<file path="config.mk">
export PLATFORM = sky130hd
export DESIGN_NAME = control_display
export DESIGN_NICKNAME = d
export VERILOG_FILES = /design/src/rtl/control_display.sv
export SDC_FILE = /design/constraint.sdc
export NUM_CORES = 1
export LEC_CHECK = 0
export ABC_AREA = 1
export BUFFER_PORTS_ARGS = -buffer_cell sky130_fd_sc_hd__clkbuf_2
export CORE_ASPECT_RATIO = 0.6
export CORE_MARGIN = 10
export CORE_UTILIZATION = 25
export CTS_CLUSTER_SIZE = 30
export DETAILED_ROUTE_END_ITERATION = 6
export PLACE_DENSITY_LB_ADDON = 0.3
export SYNTH_ARGS = -nofsm -noshare
export SYNTH_HDL_FRONTEND = slang
export SYNTH_SLANG_ARGS = --single-unit
</file>
<file path="constraint.sdc">
create_clock -name clk -period 6.35 [get_ports clk]
set_clock_uncertainty 0.15 [all_clocks]
set_input_delay 0.635 -clock clk [delete_from_list [all_inputs] [get_ports clk]]
set_output_delay 0.635 -clock clk [all_outputs]
set_load 0.02 [all_outputs]
</file>
<file path="src/rtl/control_display.sv">
// ============================================================================
// Module   : control_display
// Purpose  : 4-digit multiplexed 7-segment scan controller. Each digit is
//            driven for REFRESH_DIV cycles, then all anodes are off for
//            BLANK_CYCLES cycles. New data is applied only at frame boundaries.
// Options  : LEADING_ZERO_BLANK_EN -- blank leading zero digits 3..1
// Revision : 1.0 - initial release
// ============================================================================
`default_nettype none

module control_display #(
  parameter int REFRESH_DIV  = 50000,
  parameter int BLANK_CYCLES = 500
) (
  input  logic        clk,
  input  logic        rst_n,
  input  logic [19:0] digitos,
  input  logic        cargar,
  output logic [4:0]  code_sel,
  output logic [3:0]  an,
  output logic [1:0]  digit_idx,
  output logic        frame_start
);

  localparam int MAX_CNT = (REFRESH_DIV > BLANK_CYCLES) ? REFRESH_DIV : BLANK_CYCLES;
  localparam int CNT_W   = $clog2(MAX_CNT);
  localparam logic [CNT_W-1:0] ACT_LAST   = CNT_W'(REFRESH_DIV - 1);
  localparam logic [CNT_W-1:0] BLANK_LAST = CNT_W'(BLANK_CYCLES - 1);
  localparam logic [4:0]       CODE_BLANK = 5'b11111;

  localparam logic [0:0] S_BLANK  = 1'b0;
  localparam logic [0:0] S_ACTIVE = 1'b1;

  logic [0:0]       state_q, state_d;
  logic [CNT_W-1:0] cnt_q, cnt_d;
  logic [1:0]       idx_q, idx_d;
  logic [3:0][4:0]  frame_q, frame_d;
  logic [3:0][4:0]  pending_q, pending_d;
  logic             pend_q, pend_d;
  logic             enter_act;
  logic [4:0]       code_sel_q, code_sel_d;
  logic [3:0]       an_q, an_d;
  logic             frame_start_q, frame_start_d;

  always_ff @(posedge clk) begin
    if (!rst_n) begin
      state_q       <= S_BLANK;
      cnt_q         <= '0;
      idx_q         <= 2'd3;
      frame_q       <= {4{CODE_BLANK}};
      pending_q     <= {4{CODE_BLANK}};
      pend_q        <= 1'b0;
      code_sel_q    <= CODE_BLANK;
      an_q          <= 4'b1111;
      frame_start_q <= 1'b0;
    end else begin
      state_q       <= state_d;
      cnt_q         <= cnt_d;
      idx_q         <= idx_d;
      frame_q       <= frame_d;
      pending_q     <= pending_d;
      pend_q        <= pend_d;
      code_sel_q    <= code_sel_d;
      an_q          <= an_d;
      frame_start_q <= frame_start_d;
    end
  end

  always_comb begin
    state_d   = state_q;
    cnt_d     = cnt_q + 1'b1;
    idx_d     = idx_q;
    frame_d   = frame_q;
    pending_d = pending_q;
    pend_d    = pend_q;
    enter_act = 1'b0;
    case (state_q)
      S_BLANK: begin
        if (cnt_q == BLANK_LAST) begin
          state_d   = S_ACTIVE;
          cnt_d     = '0;
          idx_d     = idx_q + 2'd1;
          enter_act = 1'b1;
        end
      end
      default: begin
        if (cnt_q == ACT_LAST) begin
          state_d = S_BLANK;
          cnt_d   = '0;
        end
      end
    endcase
    // Frame swap uses the old pending copy; a coincident strobe waits a frame.
    if (enter_act && (idx_d == 2'd0) && pend_q) begin
      frame_d = pending_q;
      pend_d  = 1'b0;
    end
    if (cargar) begin
      pending_d = digitos;
      pend_d    = 1'b1;
    end
  end

  always_comb begin
    logic [4:0] code;
    logic [3:0] lz_blank;
    an_d          = 4'b1111;
    code_sel_d    = CODE_BLANK;
    frame_start_d = 1'b0;
    code          = frame_d[idx_d];
    lz_blank      = 4'b0000;
`ifdef LEADING_ZERO_BLANK_EN
    lz_blank[3] = (frame_d[3] == 5'd0);
    lz_blank[2] = lz_blank[3] && (frame_d[2] == 5'd0);
    lz_blank[1] = lz_blank[2] && (frame_d[1] == 5'd0);
`endif
    if (state_d == S_ACTIVE) begin
      an_d          = ~(4'b0001 << idx_d);
      code_sel_d    = ((code > 5'd16) || lz_blank[idx_d]) ? CODE_BLANK : code;
      frame_start_d = enter_act && (idx_d == 2'd0);
    end
  end

  assign code_sel    = code_sel_q;
  assign an          = an_q;
  assign digit_idx   = idx_q;
  assign frame_start = frame_start_q;

endmodule

`default_nettype wire

</file>
# Word level (Yosys, flattened, before mapping)
# Index checks and enable logic that the tools add are counted.
# Widths: inputs -> output; s select.
[word_totals]
register_bits = 70
latch_bits = 0
ram_bits = 0
rom_bits = 0
input_bits = 23
output_inout_bits = 12
wordCells = 48
memories = 0
[op_classes]
addsub = 2
multipliers = 0
div_mod_pow = 0
magnitude_cmp = 2
eq_ne = 2
n_shift = 1
muxes = 16
n_bitwise = 3
n_reduce_logical = 7
[op_table]
columns = ["operator", "n"]
rows = [
  ["$mux 16", 3],
  ["$mux 20", 1],
  ["$add 16x1->16 const B", 1],
  ["$eq 16x16->1 const B", 1],
  ["$eq 16x9->1 const B", 1],
  ["$bmux 5 s2", 1],
  ["$mux 1", 7],
  ["$gt 5x5->1 const B", 1],
  ["$mux 5", 1],
  ["$mux 2", 2],
  ["$not 4->4", 1],
  ["$shl 1x2->4 const A", 1],
  ["$lt 2x3->1 const B", 1],
  ["$reduce_or 3->1", 1],
  ["$add 2x1->2 const B", 1],
  ["$bmux 1 s2", 1],
  ["$logic_and 1x1->1", 2],
  ["$logic_not 2->1", 1],
  ["$not 1->1", 2],
  ["$reduce_and 2->1", 1],
  ["$reduce_bool 2->1", 1],
  ["$logic_or 1x1->1", 1],
]

# Longest topological paths before layout
[logic_depth]
word_depth = 12
ltp_mapped = 17
ltp_nobuf = 16

# Worst setup path before layout
# OpenSTA, ideal clock, no wires.
[synth_path]
kind = "reg2reg"
startpoint = "register cnt_q[0]"
endpoint = "register code_sel_q[0] (netlist: code_sel[0])"
setup_ns = 0.133
arrival_ns = 1.805
required_time_ns = 6.067
setup_slack_ns = 4.263
path_stages_with_launch = 16
path_buffers = 1
synth_period_minus_slack_ns = 2.087
path_cell_list = "dfxtp_1 ha_1 nand2_1 inv_1 nand2_1 nor2_4 nand2_4 nor2_8 buf_8 nand4_1 nand3_1 nand2_1 nor2_2 nand2_1 o21ai_2 nand3_1"
[synth_between]
elab_chain_len = 12
[synth_rtl]
columns = ["item", "line", "rtl"]
rows = [
  ["from (decl)", "35", "logic [CNT_W-1:0] cnt_q, cnt_d;"],
  ["from (signal assigned)", "58", "cnt_q <= cnt_d;"],
  ["$eq 16x9->1", "79", "if (cnt_q == BLANK_LAST) begin"],
  ["$mux 2", "79", ""],
  ["$mux 2", "77", "case (state_q)"],
  ["$logic_not 2->1", "94", "if (enter_act && (idx_d == 2'd0) && pend_q) begin"],
  ["$logic_and 1x1->1 (2 in a row)", "94", ""],
  ["$mux 20", "94", ""],
  ["$bmux 5 s2", "110", "code = frame_d[idx_d];"],
  ["$mux 5 (implied by the code)", "110", ""],
  ["$gt 5x5->1", "119", "code_sel_d = ((code > 5'd16) || lz_blank[idx_d]) ? CODE_BLANK : code;"],
  ["$logic_or 1x1->1", "119", ""],
  ["$reduce_or 3->1 (no source line)", "n/a", ""],
  ["to (signal assigned)", "63", "code_sel_q <= code_sel_d;"],
  ["to (decl)", "41", "logic [4:0] code_sel_q, code_sel_d;"],
]
# Parallel ways exist; a longest one is shown, timed or not. The select of a mux whose other input is x is not followed.
# A chain may end at the register's enable or synchronous reset.

# Final worst setup path
# Same ends and word-level chain as after synthesis.

==> impl_metrics.yaml <==
floorplanning:
  fp-row-count: 30
  die_x_microns: 161
  chipHeight_microns: 105
  io_pins: 35
  placeableCoreArea_sq_um: 11500
  die-area_sq_um: 16900
  start_util_pct: 26.0
run_status:
  run_status: "complete, no violations"
finish:
  nets: 462
  fin_util_pct: 31.7
  final_common_cell: "nand2_1"
  seqCellArea_sq_um: 1400
  syn2layout_area_growth_pct: 21.7
  antenna_cells: 0
  final_cell_mix: "nand2_1 (126), dfxtp_1 (70), nand3_1 (42)"
  drive_gt1_share_pct: 15.6
  multi_input_area_sq_um: 1330
  n_fill_cell: 1241
job:
  timing.max_cap.violations: 0
power_and_ir_drop:
  power_frac_comb_pct: 3.2
  p_sw_uw: 213
  p_clk_share_pct: 55.5
  ir_worst_vdd_mv: 0.127
  seqPwrFrac_pct: 41.3
  total_leakage_power_nw: 1.69
  intPower_uw: 897
  cellPowerDensity_nw_per_um2: 304
  switching_share_pct: 19.2
detailed_routing:
  wl_microns: 7620
  wl_per_cell_microns: 12.6
  first_pass_iters: 4
  num_vias: 2580
  viasPerCell: 4.28
  drtIter0Drc: 155
  ant_nets: 0
  drc: 0
place:
  post-dp-hpwl_microns: 5720
  io_buffers: 34
  place.gp.congestion: 0.809
setup_path:
  worstPathMaxFanout: 21
  r2r_start: "cnt_q[0]"
  reg2reg_to: "code_sel[0]"
  cp-end-kind: "register"
  r2r_cells: 12
  crit_slowest_cell: "nand4_1"
  crit_required_ps: 6400
  cp_data_arrival_time_ps: 3160
  crit_family: "simple AND/OR/NAND/NOR gates"
  cp_num_buf_inv: 0
  crit_path_start_kind: "register"
  critical_path.cell_chain: "ha_1 > nand2_1 > nor2_1 > nand2_1 > nor2_2 > nand4_1 > or2_2 > o21ai_0 > or2_1 > nand3_1 > o21ai_2 > nand3_1"
  slowest_delay_ps: 710
  path_class: "register to register"
  rrSetupSlack_ps: 3240
grt:
  gr-usage-met1_pct: 14.2
  grt_max_degree: 37
  busiest_layer: "met1"
  first_global_vias: 2462
  grt_pass1_wl_microns: 12600
  grt_use_total_pct: 9.16
  grt_overflow_total: 0
  antenna_found_initial: 0
  grtUsageMet3_pct: 3.17
  grtUsageMet2_pct: 10.9
timing:
  fin_crit_sh_pct: 49.0
  slew_headroom_pct: 38.5
  worst_pin_slew_ps: 920
  setup_viol: 0
  fmax_mhz: 321
  hold-worst-slack_ps: 293
  finalSetupTns_ps: 0
  rsz0062_at_grt: "no"
  maxSlewViolCount: 0
  finalHoldViolations: 0
  finalCriticalPeriod_ps: 3110
yosys:
  ys_ff_latch: 70
  synth_warnings: 0
  synth_nets: 436
  synthCells: 412
  synthDistinctLibCells: 36
  synth_area_sq_um: 3000
  yosysSeqAreaShare_pct: 46.7
  syn_avg_cell_area_sq_um: 7.29
clocking:
  holdBufCountCts: 0
  cts_buffers: 9
  clock_path_buffers: 2
  tritoncts: "built"
  htree_levels: 3
  cts.repair.resized: 0
  clkTransAtPathRegs_ps: 60
  clockRootBuffer: "clkbuf_16"
  post_cts_buffers: 0
  clock_latency_ps: 330
  cts_sinks: 70
min_path:
  min-delay-start: "cnt_q[0]"
  hold_path_end: "cnt_q[0]"
  min_path_type: "register to register"
  holdPathStages: 1
-- cell families (layout without fill, tap and decap cells) --
logic type	Yosys count	count (layout)	synth area share [%]
buf+inv	65	96	8.96
compound gates	32	32	5.96
fa+ha+maj	1	1	0.417
flops	70	70	46.7
xor+xnor	5	5	1.46
simple gates	239	239	36.5
-- area by class of cell --
class / instances / share of cell area, %
multi-input combinational: 277 / 36.5
clock buffer: 10 / 6.54
tap: 160 / 5.48
inverter: 45 / 4.66
clock inverter: 6 / 3.63
sequential: 70 / 38.4
timing repair buffer: 35 / 4.86
-- worst max path at each step --
| stage | startpoint | end | slack, ps | cells after the start |
|---|---|---|---|---|
| finish | cnt_q[0] | code_sel[0] | 3240 | 12 |
| global route | cnt_q[0] | code_sel[2] | 2920 | 12 |
| CTS | cnt_q[0] | code_sel[0] | 3230 | 12 |
| detailed placement | cnt_q[0] | code_sel[0] | 3250 | 12 |
| global placement | cnt_q[0] | code_sel[2] | 3380 | 12 |
| floorplan | cnt_q[0] | code_sel[0] | 4260 | 15 |
-- power groups by stage --
stage / Combinational (mW) / Sequential, mW / Clock (mW)
floorplan: 0.0253 / 0.463 / 0
global placement: 0.0351 / 0.467 / 0
detailed placement: 0.0358 / 0.467 / 0
CTS: 0.0361 / 0.458 / 0.633
global route: 0.0412 / 0.459 / 0.653
finish: 0.0355 / 0.458 / 0.616
-- through the flow --
| stage | setup WS, ps | power (mW) | std cells | cell area [sq um] |
|---|---|---|---|---|
| floorplan | 4260 | 0.489 | 412 | 3000 |
| global placement | 3380 | 0.502 | 587 | 3280 |
| detailed placement | 3250 | 0.503 | 587 | 3280 |
| CTS | 3230 | 1.13 | 603 | 3650 |
| global route | 2920 | 1.15 | 603 | 3650 |
| finish | 3240 | 1.11 | 603 | 3650 |
-- registers in the layout, indices dropped and copies added (netlist names) --
name / flops
frame_q: 20
pending_q: 20
cnt_q: 16
code_sel: 5
an: 4
digit_idx: 2
frame_start: 1
pend_q: 1
state_q: 1
-- cell usage after synthesis --
library cell  count  area (sq um)
o211ai_1          1          7.51
o21bai_1          1          7.51
o21ai_0          13          65.1
inv_1            40           150
nand2_2           3          18.8
and3_1            1          6.26
a31oi_1           1          6.26
buf_2             4          20.0
or2_2             1          6.26
ha_1              1          12.5
nand3_1          42           210
nor2_4            3          33.8
inv_2             4          15.0
nor3_1            4          20.0
or2_1             1          6.26
buf_6             1          11.3
nor2_8            1          20.0
clkinv_2          1          5.00
xnor2_1           3          26.3
buf_1             1          3.75
dfxtp_1          70          1400
buf_8             1          15.0
clkbuf_1         13          48.8
xor2_1            2          17.5
a311oi_1          1          8.76
a211oi_1          2          15.0
nor2_2            2          12.5
nor2_1           28           105
nand4_2           1          12.5
or2_0             1          6.26
nand2_1         126           473
o21ai_2           1          8.76
nor3b_1           3          22.5
nand2_4           1          11.3
nand4_1          21           131
a21oi_1          12          60.1
-- worst register-to-register path, stage by stage, from the launching register on --
cell and delay [ps]:
dfxtp_1 350, ha_1 240, nand2_1 70, nor2_1 100, nand2_1 60, nor2_2 130, nand4_1 710, or2_2 590
o21ai_0 110, or2_1 160, nand3_1 90, o21ai_2 110, nand3_1 110
-- metal layers --
metal,routed length (microns),vias to the layer above
met5,0,-
met4,80,0
met3,511,9
met2,2580,59
met1,4450,1141
li1,-,1371
No activity file was read; power rests on OpenSTA's default activity.
